===== config.mk =====
export PLATFORM = sky130hd
export DESIGN_NAME = lt24_pixel_arbiter
export DESIGN_NICKNAME = d
export VERILOG_FILES = /design/src/rtl/lt24_pixel_arbiter.sv
export SDC_FILE = /design/constraint.sdc
export NUM_CORES = 1
export LEC_CHECK = 0
export CAP_MARGIN = 20
export CORE_MARGIN = 10
export CORE_UTILIZATION = 25
export CTS_BUF_LIST = sky130_fd_sc_hd__clkbuf_16
export CTS_CLUSTER_SIZE = 12
export DETAILED_ROUTE_END_ITERATION = 16
export GPL_TIMING_DRIVEN = 0
export PLACE_DENSITY_LB_ADDON = 0.12
export SYNTH_ARGS = -nofsm -noshare
export SYNTH_HDL_FRONTEND = slang
export SYNTH_SLANG_ARGS = --single-unit

===== constraint.sdc =====
create_clock -name clock -period 2.5 [get_ports clock]
set_clock_uncertainty 0.1 [all_clocks]
set_input_delay 0.375 -clock clock [delete_from_list [all_inputs] [get_ports clock]]
set_output_delay 0.375 -clock clock [all_outputs]
set_load 0.02 [all_outputs]

===== src/rtl/lt24_pixel_arbiter.sv =====
// lt24_pixel_arbiter: shares the LT24 pixel-write port between the board
// renderer (A) and the timer/status renderer (B). Whole bursts are granted
// round-robin, burst length is capped at MAX_BURST, and the winning beat is
// registered before it reaches the LT24 driver.
module lt24_pixel_arbiter #(
  parameter int MAX_BURST = 64
) (
  input  logic        clock,
  input  logic        globalReset,
  input  logic        reqA_valid,
  input  logic [7:0]  reqA_x,
  input  logic [8:0]  reqA_y,
  input  logic [15:0] reqA_data,
  input  logic        reqA_last,
  output logic        reqA_ready,
  input  logic        reqB_valid,
  input  logic [7:0]  reqB_x,
  input  logic [8:0]  reqB_y,
  input  logic [15:0] reqB_data,
  input  logic        reqB_last,
  output logic        reqB_ready,
  output logic [7:0]  xAddr,
  output logic [8:0]  yAddr,
  output logic [15:0] pixelData,
  output logic        pixelWrite,
  input  logic        pixelReady,
  output logic [1:0]  grant,
  output logic        busy
);

  localparam int CW = $clog2(MAX_BURST + 1);

  // Owner encodings are one-hot so the grant output is the state itself.
  typedef enum logic [1:0] {
    IDLE  = 2'b00,
    OWN_A = 2'b01,
    OWN_B = 2'b10
  } state_t;

  state_t          state_q, state_d;
  logic            ptrB_q, ptrB_d;
  logic [CW-1:0]   cnt_q, cnt_d;
  logic [CW-1:0]   cntInc;
  logic            pixelWrite_q, pixelWrite_d;
  logic [7:0]      xAddr_q, xAddr_d;
  logic [8:0]      yAddr_q, yAddr_d;
  logic [15:0]     pixelData_q, pixelData_d;
  logic            slotFree;
  logic            acceptA, acceptB, accept;
  logic            beatLast;
  logic            burstEnd;

  // Next-state, handshake and output-register load decisions.
  always_comb begin
    state_d      = state_q;
    ptrB_d       = ptrB_q;
    cnt_d        = cnt_q;
    pixelWrite_d = pixelWrite_q;
    xAddr_d      = xAddr_q;
    yAddr_d      = yAddr_q;
    pixelData_d  = pixelData_q;

    slotFree   = !pixelWrite_q || pixelReady;
    reqA_ready = (state_q == OWN_A) && slotFree;
    reqB_ready = (state_q == OWN_B) && slotFree;
    acceptA    = reqA_valid && reqA_ready;
    acceptB    = reqB_valid && reqB_ready;
    accept     = acceptA || acceptB;
    beatLast   = acceptA ? reqA_last : reqB_last;
    cntInc     = cnt_q + 1'b1;
    burstEnd   = accept && (beatLast || (cntInc == CW'(MAX_BURST)));

    case (state_q)
      IDLE: begin
        if (reqA_valid && reqB_valid) begin
          state_d = ptrB_q ? OWN_B : OWN_A;
        end else if (reqA_valid) begin
          state_d = OWN_A;
        end else if (reqB_valid) begin
          state_d = OWN_B;
        end
      end
      OWN_A, OWN_B: begin
        if (burstEnd) begin
          state_d = IDLE;
          cnt_d   = '0;
          ptrB_d  = (state_q == OWN_A);
        end else if (accept) begin
          cnt_d = cntInc;
        end
      end
      default: state_d = IDLE;
    endcase

    if (accept) begin
      pixelWrite_d = 1'b1;
      xAddr_d      = acceptA ? reqA_x    : reqB_x;
      yAddr_d      = acceptA ? reqA_y    : reqB_y;
      pixelData_d  = acceptA ? reqA_data : reqB_data;
    end else if (pixelReady) begin
      pixelWrite_d = 1'b0;
    end
  end

  // State, pointer, burst counter and output register.
  always_ff @(posedge clock or negedge globalReset) begin
    if (!globalReset) begin
      state_q      <= IDLE;
      ptrB_q       <= 1'b0;
      cnt_q        <= '0;
      pixelWrite_q <= 1'b0;
      xAddr_q      <= '0;
      yAddr_q      <= '0;
      pixelData_q  <= '0;
    end else begin
      state_q      <= state_d;
      ptrB_q       <= ptrB_d;
      cnt_q        <= cnt_d;
      pixelWrite_q <= pixelWrite_d;
      xAddr_q      <= xAddr_d;
      yAddr_q      <= yAddr_d;
      pixelData_q  <= pixelData_d;
    end
  end

  assign grant      = state_q;
  assign pixelWrite = pixelWrite_q;
  assign xAddr      = xAddr_q;
  assign yAddr      = yAddr_q;
  assign pixelData  = pixelData_q;
  assign busy       = (state_q != IDLE) || pixelWrite_q;

endmodule


# ---- Word-level counts from Yosys, hierarchy flattened
# Cells that the tools add are included.
dict set report word_totals {
  reg_bits 44
  input_bits 73
  out_inout_bits 39
  elab_cells 46
}
dict set report op_classes {
  addsub 1
  n_eq_ne 5
  muxes 14
  reduce_logical 19
}
# op count
set ops {}
lappend ops {{2-to-1 mux 16 bit} 1}
lappend ops {{2-to-1 mux 7 bit} 2}
lappend ops {{2-to-1 mux 2 bit} 5}
lappend ops {{2-to-1 mux 9 bit} 1}
lappend ops {{2-to-1 mux 8 bit} 1}
lappend ops {{adder 7 x 1 -> 7 bit (second input constant)} 1}
lappend ops {{equality test 7 bit (second input constant)} 1}
lappend ops {{logical AND 1 bit} 6}
lappend ops {{AND reduction 2 bit} 3}
lappend ops {{nonzero test 2 bit} 3}
lappend ops {{logical OR 1 bit} 4}
lappend ops {{!= test 4 bit (second input constant)} 1}
lappend ops {{case mux 2 bit (2 select lines)} 1}
lappend ops {{2-to-1 mux 1 bit} 3}
lappend ops {{equality test 2 x 1 -> 1 bit (second input constant)} 1}
lappend ops {{equality test 2 bit (second input constant)} 1}
lappend ops {{logical NOT 2 bit} 1}
lappend ops {{!= test 2 bit (second input constant)} 1}
lappend ops {{OR reduction 2 bit} 1}
lappend ops {{logical NOT 1 bit} 1}

# ---- Logic depth before layout (Yosys ltp)
# Gate-level depths: netlist (run 1).
dict set report depth {
  ltp_word 9
  mapped_depth 8
  mapped_depth_nobuf 7
}

# ---- Least setup slack after synthesis (run 1)
# Ideal clock, no wire load.
dict set report synth_path {
  path_type {register to register}
  start {register state_q[1], in the netlist grant[1]}
  end {register state_q[0], in the netlist grant[0]}
  setup_ps 125
  arrival_time_ps 1910
  required_ps 2275
  slack_ps 366
  stages_incl_launch_ff 9
  n_path_buf 1
  synth_period_minus_slack_ps 2134
  path_cell_list {dfrtp_1 > inv_1 > ha_1 > a22o_1 > and2_1 > clkbuf_1 > o211ai_1 > o211ai_1 > mux2_2}
}
dict set report synth_between {
  elab_chain_len 8
  word_cells_on_any_way 16
  cone_classes {4 x eq/ne; 2 x mux; 10 x reduce/logical}
}
# element line_no
set synth_rtl {}
lappend synth_rtl {{start: declaration} 40} ;# state_t state_q, state_d;
lappend synth_rtl {{start signal: assignment} 116} ;# state_q <= state_d;
lappend synth_rtl {{equality test 2 x 1 -> 1 bit} {64, 73}}
lappend synth_rtl {{logical AND 1 bit} 64} ;# reqA_ready = (state_q == OWN_A) && slotFree;
lappend synth_rtl {{logical AND 1 bit} 66} ;# acceptA = reqA_valid && reqA_ready;
lappend synth_rtl {{2-to-1 mux 1 bit} 69} ;# beatLast = acceptA ? reqA_last : reqB_last;
lappend synth_rtl {{logical OR 1 bit} 71} ;# burstEnd = accept && (beatLast || (cntInc == CW'(MAX_BURST)));
lappend synth_rtl {{logical AND 1 bit} 71}
lappend synth_rtl {{!= test 2 bit (no source line)} n/a}
lappend synth_rtl {{AND reduction 2 bit (no source line)} n/a}
# Several ways; a longest one is shown, not always the timed one.
# A chain may end at the register's enable or synchronous reset.

# ---- Final worst setup path (run 1)
dict set report layout_path {
  start {register state_q[1], in the netlist grant[1]}
  end {output reqA_ready}
}
dict set report layout_between {
  elab_chain_len 2
}
# element line_no
set layout_rtl {}
lappend layout_rtl {{equality test 2 x 1 -> 1 bit} 64}
lappend layout_rtl {{logical AND 1 bit} 64}
lappend layout_rtl {{end: declaration} 15} ;# output logic reqA_ready,
# Every way passes these cells.

==> run_results.csv, run 1 <==
group,metric,value,unit
run_status,outcome,"finished clean",
logic_synthesis,yosysWarnings,0,
timing,hold_ws,410,ps
pwr,p_leak,0.00145,uW
logic_synthesis,ys_ff_latch,44,
setup_path,crit_path_start,"grant[1]$_DFFE_PN0P_",
logic_synthesis,yosys.area.top_type,"dfrtp_1",
final_layout,seq_area,1100,um^2
run,cap_violations,0,
floorplan,io_pins,112,
setup_path,cp-end-kind,"output pin",
grt,grt_pass1_wl,11500,um
min_path,hold_path_class,"reg2reg",
setup_path,regToRegStartpoint,"grant[1]$_DFFE_PN0P_",
logic_synthesis,yosysMostFrequentCell,"dfrtp_1",
timing,slew_violations,0,
final_layout,fillers,908,
place,hpwl,5780,um
logic_synthesis,netlist.area_leader.share,0.486,
final_layout,fin_util,0.423,
timing,fin_crit_sh,0.903,
timing,tightest_slew,547,ps
timing,final.min_clock_period,2260,ps
place,routabilityCongestion,0.768,
logic_synthesis,synthCells,230,
setup_path,crit_required,2030,ps
place,port_buffers,111,
timing,rsz0062_at_grt,"no",
final_layout,n_antenna_cell,0,
setup_path,crit_path_max_fanout,5,
logic_synthesis,ys_types,37,
grt,antenna_found_initial,0,
route,vias_per_cell,4.57,
route,drt.antenna.violating_nets,0,
clocking,cts_buffers,5,
route,vias,2099,
timing,layout_setup_ws,243,ps
clocking,htreeDepth,2,
final_layout,area_growth,63.6,%
timing,relSlewSlack,0.635,
setup_path,start_kind,"flop",
setup_path,path_class,"reg2out",
floorplan,row_count,34,
route,wl,7290,um
logic_synthesis,synth_edf_count,0,
logic_synthesis,synth_nets,307,
clocking,clock_path_buffers,2,
grt,grt_max_degree,25,
timing,max_freq,443,MHz
logic_synthesis,ys_top_cells_by_area,"dfrtp_1, mux2i_1, a21oi_1",
pwr,ir_worst_vdd,0.000379,V
clocking,clkSinkCount,44,
logic_synthesis,yosysSeqAreaShare,0.486,
floorplan,core_area,8760,um^2
logic_synthesis,synth.avg_cell_area,9.84,um^2
pwr,power_density,1120,nW/um^2
setup_path,cp_data_arrival_time,1780,ps
timing,hold_viol,0,
min_path,holdCritStartpoint,"ptrB_q$_DFFE_PN0P_",
final_layout,layout-drive-gt1-share,0.0598,
final_layout,multi_input_area,1080,um^2
logic_synthesis,syn-cell-area,2260,um^2
route,drc,0,
floorplan,dieArea,13300,um^2
grt,grt_usage,0.108,
floorplan,die_w,115,um
place,dp_slack,-124,ps
clocking,cts_tree,"done",
route,firstDrtPassIters,4,
floorplan,die_height,115,um
clocking,clk-insertion-delay-late,280,ps
route,drt_iter0_markers,55,
grt,grt-ovfl-total,0,
clocking,clk_pin_slew,60,ps
logic_synthesis,synthTopCellsByCount,"dfrtp_1, a21oi_1, mux2i_1, nor2_1, nand2_1",
logic_synthesis,async_reset_ff_frac,1.00,
logic_synthesis,ys.flop_type,"dfrtp_1",
route,post_drt_wl_per_cell,15.9,um
final_layout,final_nets,427,
timing,setup_viol,0,
grt,grt_pass1_vias,2197,
clocking,cts-root-buf,"clkbuf_16",
floorplan,start_util,0.258,
-- kinds of logic (layout without fill, tap and decap cells) --
group | after synthesis | count (layout) | synth area share
muxes | 37 | 37 | 0.172
xor gates and xnor gates | 1 | 1 | 0.00387
buffers and inverters | 18 | 139 | 0.0343
DFF | 44 | 44 | 0.486
and+or+nand+nor | 76 | 76 | 0.157
AOI/OAI and AO/OA | 50 | 50 | 0.124
adders and majority gates | 4 | 4 | 0.0221
-- what timing repair did --
action                                  in CTS  in global routing
resized for setup                            0                  2
endpoints found under the setup margin       0                 22
hold buffers                                 1                  0
hold endpoints to repair                    20                  0
buffers inserted                             0                  0
-- critical path, cell delays in order (launching register included) --
cell	delay, ps
dfrtp_1	430
inv_1	100
ha_1	210
and2_1	150
clkdlybuf4s50_1	610
-- flip-flops by register name, summed over array words and instances, names as in the netlist --
name and count:
cnt_q 7, grant 2, pixelData 16, pixelWrite 1, ptrB_q 1, xAddr 8, yAddr 9
-- metrics by stage --
step	power, uW	instance area (um^2)	std cells	TNS [ps]
after floorplan	2400	2260	230	0
after global placement	3410	3510	449	-20690
after detailed placement	3430	3520	450	-291
after CTS	4210	3700	459	0
after global routing	4450	3700	459	0
final	4130	3700	459	0
-- cells in the final DEF (no fill, tap or decap), drive strengths merged, types with 7 or more instances in the layout --
master | synthesis | final
nand3 | 12 | 12
nand2 | 15 | 15
clkdlybuf4s50 | 0 | 110
o21ai | 7 | 7
dfrtp | 44 | 44
mux2i | 34 | 34
buf | 8 | 10
nor2 | 33 | 33
a21oi | 33 | 33
clkbuf | 6 | 11
-- path summary, 6_finish.rpt --
path,to,slack [ps],cells after the start
min in group asynchronous,pixelWrite$_DFFE_PN0P_,500,2
min reg2reg,ptrB_q$_DFFE_PN0P_,410,1
max in group asynchronous,xAddr[0]$_DFFE_PN0P_,1290,3
max reg2reg,grant[0]$_DFFE_PN0P_,300,7
max,reqA_ready,240,4
min,ptrB_q$_DFFE_PN0P_,410,1
-- power by group --
group	total [uW]	internal (uW)	switching [uW]	leakage (uW)
Clock	755	470	285	0.0000798
Sequential	1230	1040	195	0.000509
Combinational	2150	1010	1130	0.000861
-- per-layer routing --
metal  track usage  vias to the layer above  wire length [um]
li1              -                     1053                 -
met1         0.131                      971              3050
met2         0.160                       71              3320
met3        0.0682                        4               883
met4        0.0223                        0                35
met5             0                        -                 0
-- area by class of cell --
| class | count | area share |
|---|---|---|
| clock buffers | 5 | 0.0338 |
| clock inverters | 3 | 0.0115 |
| inverters | 4 | 0.00405 |
| repair buffers | 113 | 0.307 |
| well taps | 108 | 0.0365 |
| flip-flops and latches | 44 | 0.297 |
| plain buffers | 14 | 0.0172 |
| multi-input cells | 168 | 0.293 |
(Power assumes the default switching activity.)
==> run 2, diff against run 1 <==
--- a/config.mk
+++ b/config.mk
@@ -6,13 +6,13 @@
 export NUM_CORES = 1
 export LEC_CHECK = 0
 export CAP_MARGIN = 20
-export CORE_MARGIN = 10
 export CORE_UTILIZATION = 25
 export CTS_BUF_LIST = sky130_fd_sc_hd__clkbuf_16
 export CTS_CLUSTER_SIZE = 12
 export DETAILED_ROUTE_END_ITERATION = 16
 export GPL_TIMING_DRIVEN = 0
 export PLACE_DENSITY_LB_ADDON = 0.12
+export SKIP_CTS_REPAIR_TIMING = 1
 export SYNTH_ARGS = -nofsm -noshare
 export SYNTH_HDL_FRONTEND = slang
 export SYNTH_SLANG_ARGS = --single-unit
==> run 2 against run 1 <==
Flip-flop and latch count did not move. Total power fell by 1.2%. Non-clock buffer count did not move. Combinational power barely moved. Via count fell by 2.2%. Core utilization fell by 0.057 points. Cell count did not move. Clock power fell by 3.6%. Wire length fell by 15%. Sequential power barely moved.
==> run_results.csv, run 2 (same netlist as run 1, synthesis figures left out) <==
group,metric,value,unit
run_status,outcome,"finished clean",
timing,hold_viol,0,
setup_path,path_class,"reg2out",
pwr,p_int,2510,uW
clocking,htreeDepth,2,
timing,tns,0,ps
timing,max_freq,443,MHz
min_path,holdCritStartpoint,"ptrB_q$_DFFE_PN0P_",
place,dpl_cell_area,3520,um^2
final_layout,layout-drive-gt1-share,0.0541,
timing,rsz0062_at_grt,"no",
timing,tightest_slew,561,ps
route,drt.antenna.violating_nets,0,
clocking,cts-root-buf,"clkbuf_16",
run,cap_violations,0,
floorplan,core_area,8760,um^2
timing,relSlewSlack,0.626,
timing,fin_crit_sh,0.903,
route,vias_per_cell,4.47,
floorplan,row_count,34,
pwr,p_comb_frac,0.519,
clocking,clkSinkCount,44,
pwr,p_clk_frac,0.178,
pwr,ir_worst_vdd,0.000362,V
place,hpwl,4820,um
final_layout,largest_reg_flops,16,
timing,slew_violations,0,
final_layout,layout_common_cells,"clkdlybuf4s50_1, dfrtp_1, nor2_1, a21oi_1, mux2i_1",
pwr,power.switching,1570,uW
route,vias,2053,
floorplan,die_w,97.2,um
setup_path,cp-end-kind,"output pin",
grt,grt_usage,0.139,
grt,grt_pass1_wl,10300,um
pwr,switching_share,0.385,
final_layout,area_growth,63.4,%
clocking,cts_tree,"done",
final_layout,n_antenna_cell,0,
floorplan,io_pins,112,
final_layout,final_common_cell,"clkdlybuf4s50_1",
grt,grt_max_degree,27,
setup_path,regToRegStartpoint,"grant[1]$_DFFE_PN0P_",
final_layout,fin_area,3700,um^2
final_layout,fillers,896,
route,drc,0,
setup_path,crit_required,2030,ps
clocking,clk-insertion-delay-late,280,ps
setup_path,crit_path_max_fanout,5,
route,firstDrtPassIters,4,
pwr,p_leak,0.00145,uW
setup_path,cp_data_arrival_time,1780,ps
place,port_buffers,111,
floorplan,start_util,0.258,
floorplan,dieArea,9440,um^2
pwr,p_seq_frac,0.303,
grt,grt_pass1_vias,2089,
route,post_drt_wl_per_cell,13.4,um
clocking,clock_path_buffers,2,
clocking,cts_buffers,5,
final_layout,final_nets,427,
pwr,power_density,1100,nW/um^2
min_path,hold_path_class,"reg2reg",
clocking,clk_pin_slew,60,ps
grt,antenna_found_initial,0,
route,wl,6170,um
timing,final.min_clock_period,2260,ps
setup_path,start_kind,"flop",
setup_path,crit_path_start,"grant[1]$_DFFE_PN0P_",
place,routabilityCongestion,0.775,
route,drt_iter0_markers,79,
timing,setup_viol,0,
floorplan,die_height,97.2,um
grt,grt-ovfl-total,0,
run 2: critical path, stage by stage (launching register included):
cell             delay [ps]
dfrtp_1                 430
inv_1                   100
ha_1                    210
and2_1                  150
clkdlybuf4s50_1         610
run 2: layout make-up:
cell class	count	area, um^2	area share
timing repair buffer	113	1140	0.307
inverter	4	15.0	0.00406
sequential	44	1100	0.298
clock buffer	5	125	0.0338
tap	108	135	0.0365
buffer	14	63.8	0.0173
clock inverter	3	37.5	0.0101
multi-input combinational	168	1080	0.293
run 2: through the flow:
stage	setup WS, ps	utilization	power [uW]	instances	hold slack, ps
3_3_place_gp	-417	0.400	3370	449	394
6_report	243	0.422	4080	459	409
5_1_grt	117	0.422	4400	459	452
3_5_place_dp	-132	0.402	3390	450	264
4_1_cts	71.6	0.421	4140	458	-43.7
2_1_floorplan	366	-	2400	230	-20.6
run 2: power groups by stage:
stage / registers (uW) / logic [uW] / clock network (uW)
after floorplan: 1570 / 825 / 0
after global placement: 1230 / 2130 / 0
after detailed placement: 1240 / 2150 / 0
after CTS: 1240 / 2150 / 752
after global routing: 1290 / 2330 / 781
final: 1240 / 2120 / 728
run 2: layer usage:
metal	routed length, um	GRT usage	vias up
met5	0	0	-
met4	85	0.0448	0
met3	522	0.0590	6
met2	2760	0.210	66
met1	2800	0.177	933
li1	-	-	1048
run 2: path summary, 6_finish.rpt:
path                                             end  slack [ps]  depth (start not counted)
worst max-delay path                      reqA_ready         240                          4
worst min register to register    ptrB_q$_DFFE_PN0P_         410                          1
min in group asynchronous       grant[0]$_DFFE_PN0P_         470                          2
max in group asynchronous       xAddr[0]$_DFFE_PN0P_        1320                          3
worst min-delay path              ptrB_q$_DFFE_PN0P_         410                          1
worst max register to register  grant[0]$_DFFE_PN0P_         320                          8
